$ cat src/rtl/key_event_ctrl.sv
// key_event_ctrl: front-panel key scanner.
//   Synchronizes raw active-low key levels, debounces them on a prescaled
//   sample strobe, and queues one press/release event per accepted level
//   change into an 8-entry first-word-fall-through event FIFO.
//
// Ports
//   clk         single clock for all logic
//   reset_n     asynchronous active-low reset
//   keys_n      raw key levels, 0 = pressed (asynchronous)
//   key_state   debounced level per key, 1 = pressed
//   any_pressed OR of key_state
//   evt_valid   head of event FIFO is valid
//   evt_ready   consumer pop request
//   evt_data    head event: bit7 = 1 press / 0 release, bits3:0 = key index
//   evt_count   FIFO occupancy 0..8
//   ovf         sticky flag, an event was dropped because the FIFO was full
//   ovf_clr     synchronous clear of ovf
//
// Handshake: an event is popped on any rising edge where evt_valid and
// evt_ready are both 1. evt_data is stable while evt_valid = 1 and no pop
// happens; evt_ready while evt_valid = 0 is ignored.
module key_event_ctrl #(
  parameter int N_KEYS      = 13,
  parameter int DIV         = 50000,
  parameter int DEB_SAMPLES = 4
) (
  input  logic              clk,
  input  logic              reset_n,
  input  logic [N_KEYS-1:0] keys_n,
  output logic [N_KEYS-1:0] key_state,
  output logic              any_pressed,
  output logic              evt_valid,
  input  logic              evt_ready,
  output logic [7:0]        evt_data,
  output logic [3:0]        evt_count,
  output logic              ovf,
  input  logic              ovf_clr
);

  localparam int PW = $clog2(DIV);

  // Input synchronizer (idle level is 1 = released)
  logic [N_KEYS-1:0] sync1_q, sync2_q;
  logic [N_KEYS-1:0] pressed;
  assign pressed = ~sync2_q;

  // Sample strobe prescaler
  logic [PW-1:0] presc_q, presc_d;
  logic          strobe;
  assign strobe  = (presc_q == PW'(DIV - 1));
  assign presc_d = strobe ? '0 : presc_q + PW'(1);

  // Debounce state
  logic [3:0]        deb_cnt_q [N_KEYS];
  logic [3:0]        deb_cnt_d [N_KEYS];
  logic [N_KEYS-1:0] key_state_q, key_state_d;
  logic [N_KEYS-1:0] pend_q, pend_d, pend_set, pend_clr;

  // Event selection
  logic       sel_vld;
  logic [3:0] sel_idx;
  logic       sel_state;
  logic [7:0] push_data;

  // FIFO: 8-entry storage feeding a registered head. A pushed event lands in
  // storage first and moves to the head register on the following edge, so a
  // lone change reaches evt_valid two edges after the strobe that accepted it.
  logic [7:0] mem_q [8];
  logic [2:0] wr_ptr_q, rd_ptr_q;
  logic [3:0] mem_cnt_q, mem_cnt_d;
  logic       out_valid_q;
  logic [7:0] out_data_q;
  logic [3:0] evt_count_q, evt_count_d;
  logic       ovf_q, ovf_d;
  logic       full, pop, push_ok, drop, load;

  always_comb begin
    key_state_d = key_state_q;
    pend_set    = '0;
    for (int i = 0; i < N_KEYS; i++) begin
      deb_cnt_d[i] = deb_cnt_q[i];
      if (strobe) begin
        if (pressed[i] != key_state_q[i]) begin
          // The sample that would bring the count to DEB_SAMPLES accepts the change.
          if (deb_cnt_q[i] == 4'(DEB_SAMPLES - 1)) begin
            key_state_d[i] = ~key_state_q[i];
            deb_cnt_d[i]   = '0;
            pend_set[i]    = 1'b1;
          end else begin
            deb_cnt_d[i] = deb_cnt_q[i] + 4'd1;
          end
        end else begin
          deb_cnt_d[i] = '0;
        end
      end
    end
  end

  // Lowest-index pending key wins; descending scan lets the lowest overwrite.
  always_comb begin
    sel_vld   = 1'b0;
    sel_idx   = '0;
    sel_state = 1'b0;
    pend_clr  = '0;
    for (int i = N_KEYS - 1; i >= 0; i--) begin
      if (pend_q[i]) begin
        sel_vld     = 1'b1;
        sel_idx     = 4'(i);
        sel_state   = key_state_q[i];
        pend_clr    = '0;
        pend_clr[i] = 1'b1;
      end
    end
  end

  assign pend_d    = (pend_q & ~pend_clr) | pend_set;
  assign push_data = {sel_state, 3'b000, sel_idx};

  assign full    = (evt_count_q == 4'd8);
  assign pop     = out_valid_q & evt_ready;
  // A pop frees a slot in the same cycle, so a full FIFO still accepts.
  assign push_ok = sel_vld & (~full | pop);
  assign drop    = sel_vld & full & ~pop;
  assign load    = (~out_valid_q | pop) & (mem_cnt_q != 4'd0);

  assign mem_cnt_d   = mem_cnt_q + 4'(push_ok) - 4'(load);
  assign evt_count_d = evt_count_q + 4'(push_ok) - 4'(pop);

  // A drop outranks a same-cycle clear.
  always_comb begin
    ovf_d = ovf_q;
    if (drop)         ovf_d = 1'b1;
    else if (ovf_clr) ovf_d = 1'b0;
  end

  always_ff @(posedge clk or negedge reset_n) begin
    if (!reset_n) begin
      sync1_q     <= '1;
      sync2_q     <= '1;
      presc_q     <= '0;
      key_state_q <= '0;
      pend_q      <= '0;
      for (int i = 0; i < N_KEYS; i++) deb_cnt_q[i] <= '0;
      wr_ptr_q    <= '0;
      rd_ptr_q    <= '0;
      mem_cnt_q   <= '0;
      out_valid_q <= 1'b0;
      out_data_q  <= '0;
      evt_count_q <= '0;
      ovf_q       <= 1'b0;
    end else begin
      sync1_q     <= keys_n;
      sync2_q     <= sync1_q;
      presc_q     <= presc_d;
      key_state_q <= key_state_d;
      pend_q      <= pend_d;
      for (int i = 0; i < N_KEYS; i++) deb_cnt_q[i] <= deb_cnt_d[i];
      if (push_ok) wr_ptr_q <= wr_ptr_q + 3'd1;
      if (load) begin
        rd_ptr_q    <= rd_ptr_q + 3'd1;
        out_valid_q <= 1'b1;
        out_data_q  <= mem_q[rd_ptr_q];
      end else if (pop) begin
        out_valid_q <= 1'b0;
      end
      mem_cnt_q   <= mem_cnt_d;
      evt_count_q <= evt_count_d;
      ovf_q       <= ovf_d;
    end
  end

  // Storage array needs no reset; the pointers define what is valid.
  always_ff @(posedge clk) begin
    if (push_ok) mem_q[wr_ptr_q] <= push_data;
  end

  assign key_state   = key_state_q;
  assign any_pressed = |key_state_q;
  assign evt_valid   = out_valid_q;
  assign evt_data    = out_data_q;
  assign evt_count   = evt_count_q;
  assign ovf         = ovf_q;

endmodule

$ cat config.mk
export PLATFORM = sky130hd
export DESIGN_NAME = key_event_ctrl
export DESIGN_NICKNAME = d
export VERILOG_FILES = /design/src/rtl/key_event_ctrl.sv
export SDC_FILE = /design/constraint.sdc
export NUM_CORES = 1
export LEC_CHECK = 0
export BUFFER_PORTS_ARGS = -buffer_cell sky130_fd_sc_hd__buf_4
export CAP_MARGIN = 30
export CORE_MARGIN = 2
export CORE_UTILIZATION = 55
export CTS_CLUSTER_SIZE = 12
export DETAILED_ROUTE_END_ITERATION = 7
export PLACE_DENSITY = 0.76
export SLEW_MARGIN = 5
export SYNTH_ARGS = -nofsm -noshare
export SYNTH_HDL_FRONTEND = slang
export SYNTH_SLANG_ARGS = --single-unit
$ cat constraint.sdc
create_clock -name clk -period 2.55 [get_ports clk]
set_clock_uncertainty 0.05 [all_clocks]
set_input_delay 0.1275 -clock clk [delete_from_list [all_inputs] [get_ports clk]]
set_output_delay 0.1275 -clock clk [all_outputs]
set_load 0.1 [all_outputs]
* Word level (Yosys, flattened, before mapping) *
Memory sizes are Yosys's and may differ from the RTL's. A register that Yosys moved wholly into a read port is not among the register bits.
Index checks and enable logic that the tools add are counted.

cells by class
  add/subtract/negate cells = 20
  eq/ne operators = 28
  mux-type cells = 124
  bitwise gates (word level) = 27
  reductions and logical operators = 18

operators with widths
  operator                 number
  $mux W13                 13
  $mux W4                  39
  $mux W1                  71
  $add A4 B1 Y4 const B    13
  $eq A4 B2 Y1 const B     13
  $reduce_and A3 Y1        13
  $not A13 Y13             2
  $add A16 B1 Y16 const B  1
  $eq A16 B16 Y1 const B   1
  $mux W16                 1
  $not A1 Y1               16
  $and A13 B13 Y13         1
  $ne A1 B1 Y1             13
  $or A13 B13 Y13          1
  $reduce_or A13 Y1        1
  $add A4 B1 Y4            2
  $sub A4 B1 Y4            2
  $add A3 B1 Y3 const B    2
  $and A1 B1 Y1            5
  $eq A4 B4 Y1 const B     1
  $reduce_bool A2 Y1       2
  $reduce_bool A4 Y1       1
  $or A1 B1 Y1             2
  $logic_not A1 Y1         1

storage, ports and cells
  bits in registers = 144
  RAM bits = 40
  output and inout port bits = 28
  memories = 1

memories
  memory  depth  width  read ports  clocked after Yosys merged registers in  wr ports  line  text
  mem_q   8      5      1           1                                        1         68    logic [7:0] mem_q [8];

* Longest topological paths before layout *
  depth in word-level cells = 16
  mapped depth = 11
  gate-level depth less buffers = 10

* Least setup slack after synthesis *
OpenSTA, ideal clock, no wires.

  path kind = register to register
  start point = register out_valid_q (netlist: evt_valid)
  end point = register evt_count_q[1] (netlist: evt_count[1])
  setup time = 0.114 ns
  arrival = 2.626 ns
  data required time = 2.386 ns
  path slack = -0.240 ns
  cell stages (with the launch flop) = 11
  clock period less this slack = 2.790 ns
  cells stage by stage = dfrtp_1 > and2_1 > nor3_1 > a21o_1 > buf_2 > ha_1 > inv_1 > ha_1 > inv_1 > fa_1 > inv_1

on the way
  cells in the longest elaborated chain, start to end = 5

RTL lines
  item                      line  text
  start: declaration        71    logic out_valid_q;
  start signal: assignment  147   out_valid_q <= 1'b0;
  start signal: assignment  161   out_valid_q <= 1'b1;
  start signal: assignment  164   out_valid_q <= 1'b0;
  $and A1 B1 Y1 (*)         120   assign pop = out_valid_q & evt_ready;
  $or A1 B1 Y1              122   assign push_ok = sel_vld & (~full | pop);
  $and A1 B1 Y1             122
  $add A4 B1 Y4             127   assign evt_count_d = evt_count_q + 4'(push_ok) - 4'(pop);
  $sub A4 B1 Y4 (*)         127
  named net evt_count_d[1]  73    logic [3:0] evt_count_q, evt_count_d;
  end signal: assignment    167   evt_count_q <= evt_count_d;
  end: declaration          73

Mark *: on every way through the listed nets, which the timed path passes. The rest lies on a longest branch.
A chain may end at the register's enable or synchronous reset.

* Final worst setup path *
  start point = register pend_q[3]
  end point = register mem_cnt_q[2]

on the way
  cells in the longest elaborated chain, start to end = 7

RTL lines
  item                      line  text
  start: declaration        57    logic [N_KEYS-1:0] pend_q, pend_d, pend_set, pend_clr;
  start signal: assignment  156   pend_q <= pend_d;
  $mux W1 (4 in series)     106   if (pend_q[i]) begin
  $and A1 B1 Y1             122
  $add A4 B1 Y4             126   assign mem_cnt_d = mem_cnt_q + 4'(push_ok) - 4'(load);
  $sub A4 B1 Y4             126
  named net mem_cnt_d[2]    70    logic [3:0] mem_cnt_q, mem_cnt_d;
  end signal: assignment    166   mem_cnt_q <= mem_cnt_d;
  end: declaration          70

The timed path passes the listed nets, and every way through them passes these cells.

==> flow_summary.html <==
<table>
<tr><th>Metric</th><th>Value</th></tr>
<tr><th colspan="2">Outcome</th></tr>
<tr><td>Status</td><td>complete, no violations</td></tr>
<tr><th colspan="2">Power</th></tr>
<tr><td>IR drop worst, VDD</td><td>0.000485 V</td></tr>
<tr><td>Power density over cell area</td><td>727 nW/um^2</td></tr>
<tr><td>Leakage power total</td><td>3.99 nW</td></tr>
<tr><th colspan="2">STA</th></tr>
<tr><td>Setup-failing EPs final</td><td>0</td></tr>
<tr><td>Final period util</td><td>0.942</td></tr>
<tr><td>Final critical delay including setup and external delays</td><td>2.40 ns</td></tr>
<tr><td>Final max-slew violation count</td><td>0</td></tr>
<tr><td>Fin Hold WS</td><td>0.206 ns</td></tr>
<tr><td>Unrepaired setup endpoints after global routing</td><td>no</td></tr>
<tr><td>Total negative slack for setup checks</td><td>0 ns</td></tr>
<tr><td>Max-slew headroom</td><td>0.370</td></tr>
<tr><td>Final Hold Vio Count</td><td>0</td></tr>
<tr><td>Transition time at the pin with the least slew margin</td><td>0.936 ns</td></tr>
<tr><td>Achievable clock frequency</td><td>0.416 GHz</td></tr>
<tr><th colspan="2">Synthesis</th></tr>
<tr><td>Mean post-synth cell area</td><td>11.3 sq um</td></tr>
<tr><td>Sequential cell area fraction in the yosys report</td><td>0.590</td></tr>
<tr><td>Number of enable-type register cells in the synthesized netlist</td><td>40</td></tr>
<tr><td>Predominant post-synthesis flop cell</td><td>sky130_fd_sc_hd__dfrtp_1</td></tr>
<tr><td>Fraction of synthesis flops using an asynchronous set or reset pin</td><td>0.779</td></tr>
<tr><td>Count of different cell masters after synthesis</td><td>52</td></tr>
<tr><td>Post-synthesis cell count</td><td>716</td></tr>
<tr><td>Netlist Area Pre-Place</td><td>8080 sq um</td></tr>
<tr><td>Synth Register Bits</td><td>181</td></tr>
<tr><td>Synthesis Warnings</td><td>0</td></tr>
<tr><th colspan="2">Setup path</th></tr>
<tr><td>Maximum fanout encountered on the critical timing path</td><td>3</td></tr>
<tr><td>Buffer and inverter count on the worst path</td><td>2</td></tr>
<tr><td>Family with the most delay on the worst path</td><td>adder cells</td></tr>
<tr><td>Critical path cell sequence</td><td>nor4_2, and4_2, a21o_1, ha_1, inv_1, ha_1, inv_1, fa_1, xnor2_1</td></tr>
<tr><td>Worst setup EP type</td><td>register</td></tr>
<tr><td>Req. time, crit path</td><td>2.81 ns</td></tr>
<tr><td>Cell with the largest stage delay on the worst path</td><td>sky130_fd_sc_hd__dfrtp_1</td></tr>
<tr><td>Reg2reg end</td><td>mem_cnt_q[2]</td></tr>
<tr><td>Cells on worst reg2reg path</td><td>9</td></tr>
<tr><td>Arr. time, crit path</td><td>2.66 ns</td></tr>
<tr><td>Crit path kind</td><td>reg2reg</td></tr>
<tr><td>Startpoint of the worst-slack reg-to-reg timing path</td><td>pend_q[3]</td></tr>
<tr><td>CP peak stage delay</td><td>0.40 ns</td></tr>
<tr><td>Register-to-register setup slack</td><td>0.15 ns</td></tr>
<tr><td>Category of the worst setup path launch point</td><td>register</td></tr>
<tr><th colspan="2">Final layout</th></tr>
<tr><td>Leading cell types in the layout, fill and taps excluded</td><td>sky130_fd_sc_hd__nand2_1, sky130_fd_sc_hd__dfrtp_1, sky130_fd_sc_hd__buf_4</td></tr>
<tr><td>Multi-input gate area in the final layout</td><td>3110 sq um</td></tr>
<tr><td>Most common cell after layout, fill and taps aside</td><td>sky130_fd_sc_hd__nand2_1</td></tr>
<tr><td>Net count of the finished layout</td><td>839</td></tr>
<tr><td>Area grow syn2layout</td><td>17.6%</td></tr>
<tr><td>Fillers</td><td>1113</td></tr>
<tr><td>Share of post-route cells with drive strength above 1</td><td>0.185</td></tr>
<tr><td>Number of diodes added for antenna fixing</td><td>0</td></tr>
<tr><td>Sequential cell area</td><td>4770 sq um</td></tr>
<tr><th colspan="2">Placed design</th></tr>
<tr><td>Number of port buffers</td><td>41</td></tr>
<tr><td>Post-DP HPWL</td><td>11000 um</td></tr>
<tr><td>RePlAce Congestion</td><td>0.851</td></tr>
<tr><th colspan="2">Floorplan</th></tr>
<tr><td>Std cell rows</td><td>44</td></tr>
<tr><td>Vertical die dimension</td><td>125 um</td></tr>
<tr><td>Core box area</td><td>14400 sq um</td></tr>
<tr><td>Die Area</td><td>15700 sq um</td></tr>
<tr><td>Die Wd</td><td>125 um</td></tr>
<tr><td>Count of boundary I/O pins</td><td>45</td></tr>
<tr><td>Initial core utilization</td><td>0.560</td></tr>
<tr><th colspan="2">Clocking</th></tr>
<tr><td>Clock tree from TritonCTS</td><td>done</td></tr>
<tr><td>Buffers from clock root to sink, at most</td><td>2</td></tr>
<tr><td>Maximum level of the CTS H-tree</td><td>4</td></tr>
<tr><td>Clock buffer count from CTS</td><td>17</td></tr>
<tr><td>Number of setup buffers added after CTS</td><td>0</td></tr>
<tr><td>Root buf cell</td><td>sky130_fd_sc_hd__clkbuf_16</td></tr>
<tr><td>Clock transition at the registers of the reported paths</td><td>0.07 ns</td></tr>
<tr><td>Number of clock sinks</td><td>181</td></tr>
<tr><td>Clock latency at the later pin of the worst-skew pair</td><td>0.43 ns</td></tr>
<tr><th colspan="2">Detailed routing</th></tr>
<tr><td>Initial detailed-routing violation count</td><td>393</td></tr>
<tr><td>Via count</td><td>5669</td></tr>
<tr><td>1st-pass router iterations</td><td>6</td></tr>
<tr><td>Average routed wire per standard cell</td><td>16.7 um</td></tr>
<tr><td>Drt via density</td><td>5.72</td></tr>
<tr><td>Total length of routed wires</td><td>16500 um</td></tr>
<tr><td># DRC</td><td>0</td></tr>
<tr><td>Remaining antenna violation count</td><td>0</td></tr>
<tr><th colspan="2">Global routing</th></tr>
<tr><td>Pin count of the biggest net entering global routing</td><td>64</td></tr>
<tr><td>Total global routing overflow</td><td>0</td></tr>
<tr><td>Global-route wire length before repair</td><td>28000 um</td></tr>
<tr><td>Via count of the first global-routing pass</td><td>5851</td></tr>
<tr><td>Total routing resource utilization after global routing</td><td>0.224</td></tr>
<tr><td>Number of antenna violations at the first check in global routing</td><td>0</td></tr>
<tr><th colspan="2">Hold path</th></tr>
<tr><td>Tightest Hold Check Type</td><td>in2async</td></tr>
<tr><th colspan="2">Job</th></tr>
<tr><td>Number of maximum-capacitance violations</td><td>0</td></tr>
</table>
==> synth_stat cells (2+ instances only) <==
cell                         n  area share
sky130_fd_sc_hd__dfrtp_1   115        0.36
sky130_fd_sc_hd__edfxtp_1   40        0.15
sky130_fd_sc_hd__ha_1       26       0.040
sky130_fd_sc_hd__buf_4       3      0.0028
sky130_fd_sc_hd__nor2_1     28       0.013
sky130_fd_sc_hd__fa_1        2      0.0050
sky130_fd_sc_hd__nand3_1    40       0.025
sky130_fd_sc_hd__clkbuf_1    7      0.0033
sky130_fd_sc_hd__nor4_1      5      0.0039
sky130_fd_sc_hd__nand2b_1    5      0.0039
sky130_fd_sc_hd__dfstp_2    26       0.085
sky130_fd_sc_hd__buf_6       3      0.0042
sky130_fd_sc_hd__a21o_1      3      0.0028
sky130_fd_sc_hd__inv_1      23       0.011
sky130_fd_sc_hd__and2_1      2      0.0015
sky130_fd_sc_hd__xor2_1      7      0.0076
sky130_fd_sc_hd__a21oi_1    17       0.011
sky130_fd_sc_hd__mux2_2      2      0.0028
sky130_fd_sc_hd__buf_2      12      0.0074
sky130_fd_sc_hd__nand2_1   144       0.067
sky130_fd_sc_hd__mux2i_1     5      0.0062
sky130_fd_sc_hd__nand4_1     8      0.0062
sky130_fd_sc_hd__and3_1      3      0.0023
sky130_fd_sc_hd__xnor2_1    25       0.027
sky130_fd_sc_hd__o31ai_1    29       0.027
sky130_fd_sc_hd__a32o_1      5      0.0062
sky130_fd_sc_hd__nor3b_1    14       0.013
sky130_fd_sc_hd__nand3b_1   14       0.013
sky130_fd_sc_hd__mux4_2     10       0.028
sky130_fd_sc_hd__o21ai_1    34       0.021
sky130_fd_sc_hd__nor3_1     10      0.0062
sky130_fd_sc_hd__o21ai_0    17       0.011
sky130_fd_sc_hd__nor2b_1    12      0.0093
sky130_fd_sc_hd__and4_1      2      0.0022
==> flip-flops by register name, summed over array words and instances (netlist names), 4 cells and up <==
signal / cells
deb_cnt_q: 52
evt_count: 4
evt_data: 5
key_state: 13
mem_cnt_q: 4
mem_q: 40
pend_q: 13
presc_q: 16
sync1_q: 13
sync2_q: 13
==> per-layer routing <==
layer  GRT usage  wire [um]  up-vias
li1            -          -     2691
met1       0.276       6780     2804
met2       0.390       8630      141
met3      0.0415        651       33
met4      0.0922        440        0
met5           0          0        -
==> worst max path at each step <==
stage / slack, ns / end / depth (start not counted) / start
final: 0.15 / mem_cnt_q[2] / 9 / pend_q[3]
after global routing: 0.01 / mem_cnt_q[2] / 9 / pend_q[3]
after CTS: 0.07 / evt_count[2] / 9 / pend_q[7]
after detailed placement: 0.13 / evt_count[2] / 9 / pend_q[3]
after global placement: 0.21 / evt_count[1] / 9 / pend_q[7]
after floorplan: 0.05 / evt_count[2] / 10 / pend_q[6]
==> where the power goes <==
part	total (mW)	leakage, nW	internal (mW)	switching (mW)
logic	0.964	1.62	0.391	0.573
registers	3.28	2.08	3.10	0.186
clock network	2.66	0.294	1.57	1.09
total	6.91	3.99	5.06	1.85
==> cell families (layout without fill, tap and decap cells) <==
| logic type | count (synthesis) | in the layout | share of synthesized area |
|---|---|---|---|
| AO/OA/AOI/OAI | 114 | 114 | 0.0872 |
| XOR/XNOR | 32 | 32 | 0.0347 |
| adder cells (fa/ha/maj) | 28 | 28 | 0.0452 |
| buffers and inverters | 48 | 137 | 0.0284 |
| flip-flops | 181 | 181 | 0.590 |
| multiplexers | 17 | 17 | 0.0369 |
| other | 1 | 3 | 0.000464 |
| AND/OR/NAND/NOR | 295 | 295 | 0.178 |
==> through the flow <==
stage	std cells	worst slack [ns]	power [mW]	instance area (sq um)	utilization
6_report	991	0.147	6.91	9500	0.658
5_1_grt	991	0.0120	7.20	9500	0.658
4_1_cts	991	0.0724	6.98	9490	0.658
3_5_place_dp	943	0.130	4.30	8710	0.604
3_3_place_gp	943	0.209	4.24	8710	0.604
2_1_floorplan	718	0.0523	4.03	8100	-
==> area by class of cell <==
| type | instances | area share |
|---|---|---|
| sequential | 181 | 0.502 |
| multi-input combinational | 489 | 0.328 |
| timing repair buffer | 82 | 0.0721 |
| clock buffer | 23 | 0.0560 |
| tap | 184 | 0.0242 |
| inverter | 23 | 0.00909 |
| clock inverter | 9 | 0.00896 |
==> what timing repair did <==
action,4_1_cts,5_1_grt
hold buffers,16,0
gates resized for setup,0,3
setup endpoints to repair,0,6
endpoints found under the hold margin,74,0
Power figures use the tool's default switching activity.
